<file path="config.mk">
export PLATFORM = sky130hd
export DESIGN_NAME = vec_pipe_stage_flat
export DESIGN_NICKNAME = d
export VERILOG_FILES = /design/src/rtl/gpu_pipe_pkg.sv /design/src/rtl/vec_pipe_stage_if.sv /design/src/rtl/pipe_slot.sv /design/src/rtl/vec_pipe_stage.sv /design/src/flat_wrapper.sv
export SDC_FILE = /design/constraint.sdc
export NUM_CORES = 1
export LEC_CHECK = 0
export BUFFER_PORTS_ARGS = -buffer_cell sky130_fd_sc_hd__buf_2
export CAP_MARGIN = 20
export CORE_MARGIN = 1.5
export CORE_UTILIZATION = 50
export DETAILED_ROUTE_END_ITERATION = 8
export GPL_ROUTABILITY_DRIVEN = 0
export GPL_TIMING_DRIVEN = 1
export PLACE_DENSITY = 0.74
export RECOVER_POWER = 100
export SYNTH_ARGS = -nofsm -noshare
export SYNTH_HDL_FRONTEND = slang
export SYNTH_SLANG_ARGS = --single-unit
</file>
<file path="constraint.sdc">
create_clock -name clk -period 24.2 [get_ports clk]
set_input_delay 2.42 -clock clk [delete_from_list [all_inputs] [get_ports clk]]
set_output_delay 2.42 -clock clk [all_outputs]
set_load 0.005 [all_outputs]
</file>
<file path="src/rtl/gpu_pipe_pkg.sv">
// Shared lane types, control-bundle field layout and skid-stage state encoding
// for the GPU pipeline register stages.
package gpu_pipe_pkg;

  localparam int LANE_W    = 18;
  localparam int NUM_LANES = 3;
  localparam int CTRL_W    = 15;

  typedef logic [NUM_LANES-1:0][LANE_W-1:0] lane_vec_t;

  localparam int CTRL_PCSRC      = 14;
  localparam int CTRL_REGWRITE   = 13;
  localparam int CTRL_MEMWRITE   = 12;
  localparam int CTRL_BRANCH     = 11;
  localparam int CTRL_FLAGWRITE  = 10;
  localparam int CTRL_MEMTOREG   = 9;
  localparam int CTRL_ALUSRC     = 8;
  localparam int CTRL_ALUCTRL_HI = 7;
  localparam int CTRL_ALUCTRL_LO = 4;
  localparam int CTRL_WA3_HI     = 3;
  localparam int CTRL_WA3_LO     = 0;

  // Side-effecting controls (PCSrc..FlagWrite) that a bubble must never assert.
  localparam logic [CTRL_W-1:0] CTRL_MASK_DEF = 15'h7C00;

  typedef enum logic [1:0] {
    EMPTY = 2'd0,
    FULL  = 2'd1,
    SKID  = 2'd2
  } stage_state_t;

endpackage

</file>
<file path="src/rtl/vec_pipe_stage_if.sv">
// Upstream/downstream handshake and lane bundle of one vector pipeline stage.
// slave: the stage itself; master: whatever drives and drains it.
interface vec_pipe_stage_if
  import gpu_pipe_pkg::*;
#(
  parameter int N     = LANE_W,
  parameter int LANES = NUM_LANES,
  parameter int CTRLW = CTRL_W
);
  logic                        in_valid;
  logic                        in_ready;
  logic [LANES-1:0][N-1:0]     rd1_i;
  logic [LANES-1:0][N-1:0]     rd2_i;
  logic [LANES-1:0][N-1:0]     ext_i;
  logic [CTRLW-1:0]            ctrl_i;
  logic                        out_valid;
  logic                        out_ready;
  logic [LANES-1:0][N-1:0]     rd1_o;
  logic [LANES-1:0][N-1:0]     rd2_o;
  logic [LANES-1:0][N-1:0]     ext_o;
  logic [CTRLW-1:0]            ctrl_o;

  modport slave (
    input  in_valid, rd1_i, rd2_i, ext_i, ctrl_i, out_ready,
    output in_ready, out_valid, rd1_o, rd2_o, ext_o, ctrl_o
  );

  modport master (
    output in_valid, rd1_i, rd2_i, ext_i, ctrl_i, out_ready,
    input  in_ready, out_valid, rd1_o, rd2_o, ext_o, ctrl_o
  );
endinterface

</file>
<file path="src/rtl/pipe_slot.sv">
// Load-enabled register holding one packed stage entry; clears asynchronously on reset.
module pipe_slot #(
  parameter int W = 8
) (
  input  logic         clk,
  input  logic         reset,
  input  logic         load,
  input  logic [W-1:0] d,
  output logic [W-1:0] q
);
  always_ff @(posedge clk or posedge reset) begin
    if (reset)     q <= '0;
    else if (load) q <= d;
  end
endmodule

</file>
<file path="src/rtl/vec_pipe_stage.sv">
// Two-entry skid-buffered vector pipeline register: one cycle input-to-output latency,
// in_ready/out_valid straight from the state register, full throughput under streaming.
module vec_pipe_stage
  import gpu_pipe_pkg::*;
#(
  parameter int               N         = LANE_W,
  parameter int               LANES     = NUM_LANES,
  parameter int               CTRLW     = CTRL_W,
  parameter logic [CTRLW-1:0] CTRL_MASK = CTRLW'(CTRL_MASK_DEF)
) (
  input  logic                 clk,
  input  logic                 reset,
  input  logic                 flush,
  vec_pipe_stage_if.slave      bus,
  output logic [1:0]           occ,
  output logic [15:0]          stall_cnt
);
  localparam int W = 3*LANES*N + CTRLW;

  stage_state_t     state, state_nxt;
  logic [W-1:0]     in_bundle, main_d, main_q, skid_q;
  logic             main_ld, skid_ld;
  logic             in_xfer, out_xfer;
  logic [CTRLW-1:0] main_ctrl;

  assign in_bundle     = {bus.rd1_i, bus.rd2_i, bus.ext_i, bus.ctrl_i};
  assign bus.in_ready  = (state != SKID);
  assign bus.out_valid = (state != EMPTY);
  assign in_xfer       = bus.in_valid & bus.in_ready;
  assign out_xfer      = bus.out_valid & bus.out_ready;
  assign occ           = state;

  always_ff @(posedge clk or posedge reset) begin
    if (reset) state <= EMPTY;
    else       state <= state_nxt;
  end

  // Flush suppresses every slot load, so a squashed input never reaches a slot.
  always_comb begin
    state_nxt = state;
    main_ld   = 1'b0;
    skid_ld   = 1'b0;
    main_d    = in_bundle;
    if (flush) begin
      state_nxt = EMPTY;
    end else begin
      unique case (state)
        EMPTY: begin
          if (in_xfer) begin
            main_ld   = 1'b1;
            state_nxt = FULL;
          end
        end
        FULL: begin
          unique case ({in_xfer, out_xfer})
            2'b11: main_ld = 1'b1;
            2'b10: begin
              skid_ld   = 1'b1;
              state_nxt = SKID;
            end
            2'b01: state_nxt = EMPTY;
            default: ;
          endcase
        end
        SKID: begin
          if (out_xfer) begin
            main_ld   = 1'b1;
            main_d    = skid_q;
            state_nxt = FULL;
          end
        end
        default: state_nxt = EMPTY;
      endcase
    end
  end

  pipe_slot #(.W(W)) u_main (
    .clk   (clk),
    .reset (reset),
    .load  (main_ld),
    .d     (main_d),
    .q     (main_q)
  );

  pipe_slot #(.W(W)) u_skid (
    .clk   (clk),
    .reset (reset),
    .load  (skid_ld),
    .d     (in_bundle),
    .q     (skid_q)
  );

  assign {bus.rd1_o, bus.rd2_o, bus.ext_o, main_ctrl} = main_q;
  // Stale main-slot controls stay visible on a bubble, minus anything with side effects.
  assign bus.ctrl_o = bus.out_valid ? main_ctrl : (main_ctrl & ~CTRL_MASK);

  always_ff @(posedge clk or posedge reset) begin
    if (reset)
      stall_cnt <= '0;
    else if (flush)
      stall_cnt <= '0;
    else if (bus.out_valid && !bus.out_ready && (stall_cnt != 16'hFFFF))
      stall_cnt <= stall_cnt + 16'd1;
  end
endmodule

</file>
<file path="src/flat_wrapper.sv">
// flat-port wrapper written by rule: the top's interface ports become plain ports
module vec_pipe_stage_flat import gpu_pipe_pkg::*;
#(
  parameter int               N         = LANE_W,
  parameter int               LANES     = NUM_LANES,
  parameter int               CTRLW     = CTRL_W,
  parameter logic [CTRLW-1:0] CTRL_MASK = CTRLW'(CTRL_MASK_DEF)
)
  (clk, reset, flush, occ, stall_cnt, bus_in_valid, bus_rd1_i, bus_rd2_i, bus_ext_i, bus_ctrl_i, bus_out_ready, bus_in_ready, bus_out_valid, bus_rd1_o, bus_rd2_o, bus_ext_o, bus_ctrl_o);
  vec_pipe_stage_if #(.N(N), .LANES(LANES), .CTRLW(CTRLW)) bus_i ();
  input  logic clk;
  input  logic reset;
  input  logic flush;
  output logic [1:0] occ;
  output logic [15:0] stall_cnt;
  input wire logic [$bits(bus_i.in_valid)-1:0] bus_in_valid;
  input wire logic [$bits(bus_i.rd1_i)-1:0] bus_rd1_i;
  input wire logic [$bits(bus_i.rd2_i)-1:0] bus_rd2_i;
  input wire logic [$bits(bus_i.ext_i)-1:0] bus_ext_i;
  input wire logic [$bits(bus_i.ctrl_i)-1:0] bus_ctrl_i;
  input wire logic [$bits(bus_i.out_ready)-1:0] bus_out_ready;
  output wire logic [$bits(bus_i.in_ready)-1:0] bus_in_ready;
  output wire logic [$bits(bus_i.out_valid)-1:0] bus_out_valid;
  output wire logic [$bits(bus_i.rd1_o)-1:0] bus_rd1_o;
  output wire logic [$bits(bus_i.rd2_o)-1:0] bus_rd2_o;
  output wire logic [$bits(bus_i.ext_o)-1:0] bus_ext_o;
  output wire logic [$bits(bus_i.ctrl_o)-1:0] bus_ctrl_o;
  assign bus_i.in_valid = bus_in_valid;
  assign bus_i.rd1_i = bus_rd1_i;
  assign bus_i.rd2_i = bus_rd2_i;
  assign bus_i.ext_i = bus_ext_i;
  assign bus_i.ctrl_i = bus_ctrl_i;
  assign bus_i.out_ready = bus_out_ready;
  assign bus_in_ready = bus_i.in_ready;
  assign bus_out_valid = bus_i.out_valid;
  assign bus_rd1_o = bus_i.rd1_o;
  assign bus_rd2_o = bus_i.rd2_o;
  assign bus_ext_o = bus_i.ext_o;
  assign bus_ctrl_o = bus_i.ctrl_o;
  vec_pipe_stage #(.N(N), .LANES(LANES), .CTRLW(CTRLW), .CTRL_MASK(CTRL_MASK)) u_core (.clk(clk), .reset(reset), .flush(flush), .bus(bus_i), .occ(occ), .stall_cnt(stall_cnt));
endmodule
</file>
# [After elaboration in Yosys (flattened, before gate mapping)]
# Index checks and enable logic that the tools add are counted.
[op_classes] n_eq_ne=10 shifts=0 div=0 n_lt_le_gt_ge=0 n_reduce_logical=7 n_bitwise=2 n_mul=0 addsub=1 mux=19
[op_table] cell="177-bit 2-to-1 mux" count=3
[op_table] cell="16-bit 2-to-1 mux" count=2
[op_table] cell="16-bit by 1-bit adder with 16-bit output (second input constant)" count=1
[op_table] cell="16-bit inequality test (second input constant)" count=1
[op_table] cell="15-bit 2-to-1 mux" count=1
[op_table] cell="1-bit 2-to-1 mux" count=7
[op_table] cell="2-bit == test (second input constant)" count=3
[op_table] cell="2-bit 2-to-1 mux" count=3
[op_table] cell="3-bit by 2-bit inequality test with 1-bit output (second input constant)" count=2
[op_table] cell="2-bit one-hot mux with 3 select lines" count=1
[op_table] cell="2-bit by 1-bit == test with 1-bit output (second input constant)" count=2
[op_table] cell="4-bit by 3-bit inequality test with 1-bit output (second input constant)" count=1
[op_table] cell="2-bit one-hot mux with 2 select lines" count=1
[op_table] cell="2-bit nonzero test" count=2
[op_table] cell="1-bit one-hot mux with 3 select lines" count=1
[op_table] cell="3-bit AND reduction" count=1
[op_table] cell="1-bit bitwise AND" count=2
[op_table] cell="1-bit logical AND" count=2
[op_table] cell="2-bit zero test" count=1
[op_table] cell="2-bit inequality test (second input constant)" count=1
[op_table] cell="1-bit zero test" count=1
[totals] ff_bits=372 input_bits=182 romBits=0 latchBits=0 ramBits=0 out_inout_bits=197 elab_cells=43 memories=0

# [Longest topological paths before layout]
# Gate-level depths: netlist (run 1).
[depth] ltp_word=6 depth_mapped=9 mapped_depth_nobuf=7

# [Cells and area by module]
# Synthesis (run 1) repeated with hierarchy kept, for this count alone.
[hier_totals] cells_unflattened=1069 hier_area_um2=17455.5
[by_module_without_submodules] module="pipe_slot" area_per_inst_um2=7114.3 cells_per_inst=375 seq_area_each_um2=4429.2 n_inst=2
[by_module_without_submodules] module="vec_pipe_stage" area_per_inst_um2=3226.8 cells_per_inst=319 seq_area_each_um2=450.4 n_inst=1

# [Worst setup path before layout (run 1)]
# OpenSTA, ideal clock, no wires.
[synth_path] path_type="input -> register" start="input bus_out_ready" end="register u_core.u_skid.q[0]" path_buffers=3 arrival_time_ns=3.760 stages=8 setup_ns=0.125 path_slack_ns=20.315 t_required_ns=24.075 cell_sequence="nor2b_1 > inv_1 > ha_1 > and3b_1 > clkbuf_1 > buf_2 > buf_4 > mux2_2"
[synth_between] elab_chain_len=5
[synth_rtl] item="start: declaration" line="flat_wrapper.sv:21" rtl="input wire logic [$bits(bus_i.out_ready)-1:0] bus_out_ready;"
[synth_rtl] item="1-bit bitwise AND" line="vec_pipe_stage.sv:30" rtl="assign out_xfer = bus.out_valid & bus.out_ready;"
[synth_rtl] item="2-bit == test" line="vec_pipe_stage.sv:55" rtl="unique case ({in_xfer, out_xfer})"
[synth_rtl] item="1-bit 2-to-1 mux" line="vec_pipe_stage.sv:55"
[synth_rtl] item="1-bit 2-to-1 mux" line="vec_pipe_stage.sv:47" rtl="unique case (state)"
[synth_rtl] item="1-bit 2-to-1 mux" line="vec_pipe_stage.sv:44" rtl="if (flush) begin"
[synth_rtl] item="end signal: assignment" line="pipe_slot.sv:12" rtl="if (reset) q <= '0;"
[synth_rtl] item="end signal: assignment" line="pipe_slot.sv:13" rtl="else if (load) q <= d;"
[synth_rtl] item="end: declaration" line="pipe_slot.sv:9" rtl="output logic [W-1:0] q"
# Every way passes these cells.
# A chain may end at the register's enable or synchronous reset.

==> results of run 1 <==
-- area by class of cell --
class / instances / share of cell area, %
Antenna cell: 7 / 0.08817
Clock buffer: 62 / 6.493
Clock inverter: 15 / 0.9573
Inverter: 7 / 0.1386
Multi-Input combinational cell: 630 / 33.47
Sequential cell: 372 / 46.86
Tap cell: 461 / 2.903
Timing Repair Buffer: 388 / 9.094
-- sequential cells by signal (all words and copies together), names as in the netlist --
name	flops
u_core.stall_cnt	16
u_core.u_skid.q	177
u_core.occ	2
u_core.u_main.q	177
-- synthesized netlist by cell type (2+ instances only) --
cell / n / area, um^2
nor4_2: 2 / 25.02
nand3_1: 4 / 20.02
mux2_2: 273 / 3074
mux2_4: 100 / 1501
buf_6: 15 / 168.9
nor3_1: 3 / 15.01
a21oi_1: 12 / 60.06
buf_4: 198 / 1486
dfrtp_1: 372 / 9309
nor2b_1: 10 / 62.56
mux2i_1: 2 / 20.02
inv_1: 7 / 26.28
nand2_1: 2 / 7.510
o21ai_0: 5 / 25.02
or2_2: 2 / 12.51
nor2_1: 12 / 45.04
clkbuf_1: 3 / 11.26
buf_2: 18 / 90.09
nand4_1: 8 / 50.05
or3_1: 3 / 18.77
ha_1: 4 / 50.05
mux2_1: 161 / 1813
o31ai_1: 4 / 30.03
or4_1: 4 / 30.03
-- path summary, 6_finish.rpt --
kind	startpoint	endpoint	slack, ns	cells after the start
worst max-delay path	reset	u_core.u_main.q[142]	15.39	3
worst min-delay path	u_core.u_main.q[138]	u_core.u_main.q[138]	0.48	1
worst max register to register	u_core.occ[1]	u_core.u_main.q[87]	16.47	8
worst min register to register	u_core.u_main.q[138]	u_core.u_main.q[138]	0.48	1
max in group clk	bus_out_ready	u_core.u_main.q[87]	15.41	8
min in group asynchronous	reset	u_core.u_main.q[19]	3.52	2
-- per-stage QoR --
stage / instances / cell area [um^2] / power (mW) / hold slack, ns / util [%]
CTS: 1935 / 20400 / 1.972 / 0.4884 / 57.37
finish: 1942 / 19870 / 1.906 / 0.4837 / 55.85
global route: 1942 / 19870 / 2.009 / 0.4969 / 55.85
global placement: 1858 / 18920 / 1.276 / 0.4709 / 53.20
floorplan: 1243 / 18100 / 1.242 / 0.4655 / -
detailed placement: 1858 / 18920 / 1.301 / 0.4755 / 53.20
-- critical path: stages --
cell        delay, ns
buf_2            0.10
clkinvlp_2       2.96
clkbuf_1         2.87
-- layer usage --
| metal | global-route usage (%) | vias up |
|---|---|---|
| li1 | - | 4615 |
| met1 | 25.01 | 5153 |
| met2 | 31.93 | 246 |
| met3 | 5.143 | 56 |
| met4 | 6.029 | 6 |
| met5 | 0 | - |
-- power breakdown --
part	switching, mW	internal [mW]
Combinational	0.137	0.200
Sequential	0.0957	0.812
Clock	0.249	0.413
Total	0.481	1.43
-- cell families after synthesis --
| family | after synthesis | synth area share, % |
|---|---|---|
| buffers and inverters | 241 | 9.848 |
| DFF | 372 | 51.42 |
| AOI/OAI and AO/OA | 29 | 1.009 |
| adders and majority gates | 4 | 0.2764 |
| and+or+nand+nor | 61 | 2.053 |
| muxes | 536 | 35.40 |
==> impl_metrics.ini, run 1 <==
[status]
status = finished with violations
failed_checks = max-capacitance violations, max-slew violations

[logic_synthesis]
yosysWarnings = 0
syn_nets = 1429
synth_flop_cell = dfrtp_1
synthArstFlopShare_pct = 100.0
avgSynthCellArea_um2 = 14.57
ys_seq_area_share_pct = 51.42
synth_edf_count = 0
syn_inst = 1243
ys_seq_elements = 372
syn_area_um2 = 18100
ys_types = 43

[final_layout]
final_nets = 1627
mostFrequentLayoutCells = dfrtp_1, mux2_2, mux2_1, buf_2, clkbuf_1
register_area_um2 = 9309
fill_cells = 3016
multi_input_area_um2 = 6649
drive_gt1_share_pct = 41.66
final_common_cell = dfrtp_1
area_delta_synth_final_pct = 9.731

[cts]
postCtsSetupBuffers = 0
ctsRootBufferMaster = clkbuf_16
cts_hold_buffers = 0
tritoncts = yes
cts.sinks = 372
cts_resized = 0
clock_path_buffers = 3
cts_max_level = 2
clk_latency_ns = 0.55
clk_pin_slew_worst_paths_ns = 0.06
numCtsBuffers = 42

[routing]
vias_per_cell = 5.188
routed_wl_um = 36070
dr.pass1.iters = 4
wl_per_cell_um = 18.57
highest_layer = met5
drtIter0Drc = 328
wl_met3_um = 1910
remaining_drc_errors = 0
dr_total_vias = 10080
ant_nets = 0
m1WireLength_um = 15330
met2_length_um = 18040

[die]
start_util_pct = 50.90
io_pins = 379
core-area_um2 = 35570
rows = 69
die_w_um = 193.3
die_h_um = 193.3
die_area_um2 = 37360

[power_and_ir_drop]
power_leakage_nw = 8.737
power.density_nw_per_um2 = 95.95
ir_drop_mv = 0.06996

[global_routing]
grt_pass1_vias = 10610
antenna_found_initial = 12
grt_max_degree = 174
grt_pass1_wl_um = 58790
track_usage_pct = 19.39
grt_remaining_overflow = 0

[sta]
rsz0062_at_grt = no
finalClockSkew_ns = 0.01308
max-slew-margin-rel_pct = -261.2
finalSetupViolations = 0
tns_ns = 0
fmaxAchievable_mhz = 113.5
finalWorstSetupSlack_ns = 15.39
fin_crit_ns = 8.809
tightest_slew_ns = 5.388
period_share_pct = 36.40
hold_viol_final = 0
report.final.slew_viol_count = 567

[job]
cap_violations = 8

[setup_path]
worstSetupPathType = in2async
critPathArrivalTime_ns = 8.56
end_kind = async pin
critPathLaunchType = input port
crit_required_ns = 23.95
crit_fanout = 125

[place]
post-dp-hpwl_um = 23870
dp_slack_ns = 18.35
portBuffers = 378

[hold_path]
hold_path_class = reg2reg
No activity file was read; power rests on OpenSTA's default activity.
==> inputs of run 2 (changes only) <==
Settings changed: PLACE_DENSITY 0.74 to 0.77.
Clock period 24.2 ns to 7.9 ns, I/O delays scaled along.
==> run 2 against run 1 <==
Net effect:
- the flow still finishes with violations (max-capacitance violations, max-slew violations)
- non-clock buffer count stayed put
- global-route usage is 0.18 points lower
- critical path depth is 2 higher
- clock-buffer cell count is 2 higher
- via count is 0.66% higher
- sequential share of layout area hardly changed
- final cell count hardly changed
==> impl_metrics.ini, run 2 (synthesis results as in run 1) <==
[hold_path]
hold_path_class = in2async

[sta]
period_share_pct = 71.26
max-slew-margin-rel_pct = -240.6
finalSetupViolations = 0
fmaxAchievable_mhz = 177.6
finalClockSkew_ns = 0.01533
fin_hold_ws_ns = 0.1490
fin_crit_ns = 5.630
tns_ns = 0
tightest_slew_ns = 5.110
hold_viol_final = 0
report.final.slew_viol_count = 294
rsz0062_at_grt = no
finalWorstSetupSlack_ns = 2.270

[power_and_ir_drop]
power_frac_clock_pct = 34.7
power_leakage_nw = 8.707
swShare_pct = 25.40
power.density_nw_per_um2 = 292.9
finalPower_mw = 5.816
internal-power_mw = 4.339
ir_drop_mv = 0.2944
seq_power_share_pct = 47.7
power_frac_comb_pct = 17.5
p_sw_mw = 1.477

[place]
post-dp-hpwl_um = 23340
placed_area_um2 = 18930
place_inst = 1856
portBuffers = 378
dp_slack_ns = 3.973

[status]
failed_checks = max-capacitance violations, max-slew violations
status = finished with violations

[cts]
clk_pin_slew_worst_paths_ns = 0.06
cts_resized = 0
numCtsBuffers = 42
cts_hold_buffers = 0
clk_latency_ns = 0.54
postCtsSetupBuffers = 0
ctsRootBufferMaster = clkbuf_16
clock_path_buffers = 3
tritoncts = yes
cts.sinks = 372
cts_max_level = 2

[global_routing]
grt_use_met3_pct = 4.585
grt.busiest_layer = met2
grt_remaining_overflow = 0
antenna_found_initial = 11
grt_max_degree = 178
met1_usage_pct = 23.89
track_usage_pct = 19.20
grt_pass1_vias = 10880
grt_pass1_wl_um = 58430
grtUsageMet2_pct = 31.31

[final_layout]
mostFrequentLayoutCells = dfrtp_1, mux2_2, mux2_1
top_regs = u_core.u_main.q: 177 flops, u_core.u_skid.q: 177 flops, u_core.stall_cnt: 16 flops
multi_input_area_um2 = 6638
stdcell_count = 1943
final_nets = 1627
area_delta_synth_final_pct = 9.689
drive_gt1_share_pct = 41.17
final_common_cell = dfrtp_1
register_area_um2 = 9309
postLayoutCoreUtil_pct = 55.83
stdcell_area_um2 = 19860
fill_cells = 2992

[die]
die_h_um = 193.3
die_w_um = 193.3
core-area_um2 = 35570
rows = 69
start_util_pct = 50.90
io_pins = 379
die_area_um2 = 37360

[setup_path]
r2r_end = u_core.u_main.q[9]
r2r_slack_ns = 2.27
worst_r2r_startpoint = u_core.occ[0]
crit_path_end = u_core.u_main.q[9]
crit_start = u_core.occ[0]
crit_fanout = 177
end_kind = flip-flop
crit_required_ns = 8.32
critPathLaunchType = flip-flop
worstSetupPathType = reg2reg
critPathArrivalTime_ns = 6.05
r2r_cells = 5

[routing]
dr_total_vias = 10140
dr.pass1.iters = 4
routed_wl_um = 35920
drtIter0Drc = 354
remaining_drc_errors = 0
wl_per_cell_um = 18.49
ant_nets = 0
vias_per_cell = 5.220

[job]
cap_violations = 5
==> run 2: layout make-up <==
type | instances | share of cell area, %
Antenna cell | 10 | 0.1260
Clock buffer | 64 | 6.685
Clock inverter | 11 | 0.6804
Inverter | 7 | 0.1386
Multi-Input combinational cell | 630 | 33.42
Sequential cell | 372 | 46.88
Tap cell | 461 | 2.904
Timing Repair Buffer | 388 | 9.167
==> run 2: per-layer routing <==
metal / share of wire, % / wire (um) / vias up
li1: - / - / 4627
met1: 42 / 15100 / 5170
met2: 49 / 17620 / 271
met3: 5.5 / 1988 / 74
met4: 3.4 / 1209 / 0
met5: 0 / 0 / -
==> run 2: worst min-delay path by stage <==
stage | from | endpoint | slack (ns) | cells past startpoint
3_5_place_dp | u_core.u_main.q[115] | u_core.u_main.q[115] | 0.48 | 1
4_1_cts | bus_rd2_i[40] | u_core.u_skid.q[109] | 0.44 | 2
2_1_floorplan | u_core.u_main.q[111] | u_core.u_main.q[111] | 0.47 | 1
6_report | reset | u_core.stall_cnt[11] | 0.15 | 2
5_1_grt | reset | u_core.stall_cnt[9] | 0.14 | 2
3_3_place_gp | u_core.u_main.q[135] | u_core.u_main.q[135] | 0.47 | 1
==> run 2: worst max-delay path, stage by stage, from the launching register on <==
cell and delay [ns]:
dfrtp_1 0.46, nand2b_1 0.26, nor3b_4 0.21, clkbuf_2 3.19
mux2_1 0.46, mux2_1 0.33
==> run 2: power by group through the flow <==
| stage | Sequential, mW | Combinational, mW | Clock [mW] |
|---|---|---|---|
| finish | 2.78 | 1.02 | 2.02 |
| CTS | 2.77 | 1.19 | 2.07 |
| global placement | 2.76 | 1.14 | 0 |
| global route | 2.85 | 1.12 | 2.15 |
| floorplan | 2.72 | 1.09 | 0 |
| detailed placement | 2.80 | 1.18 | 0 |
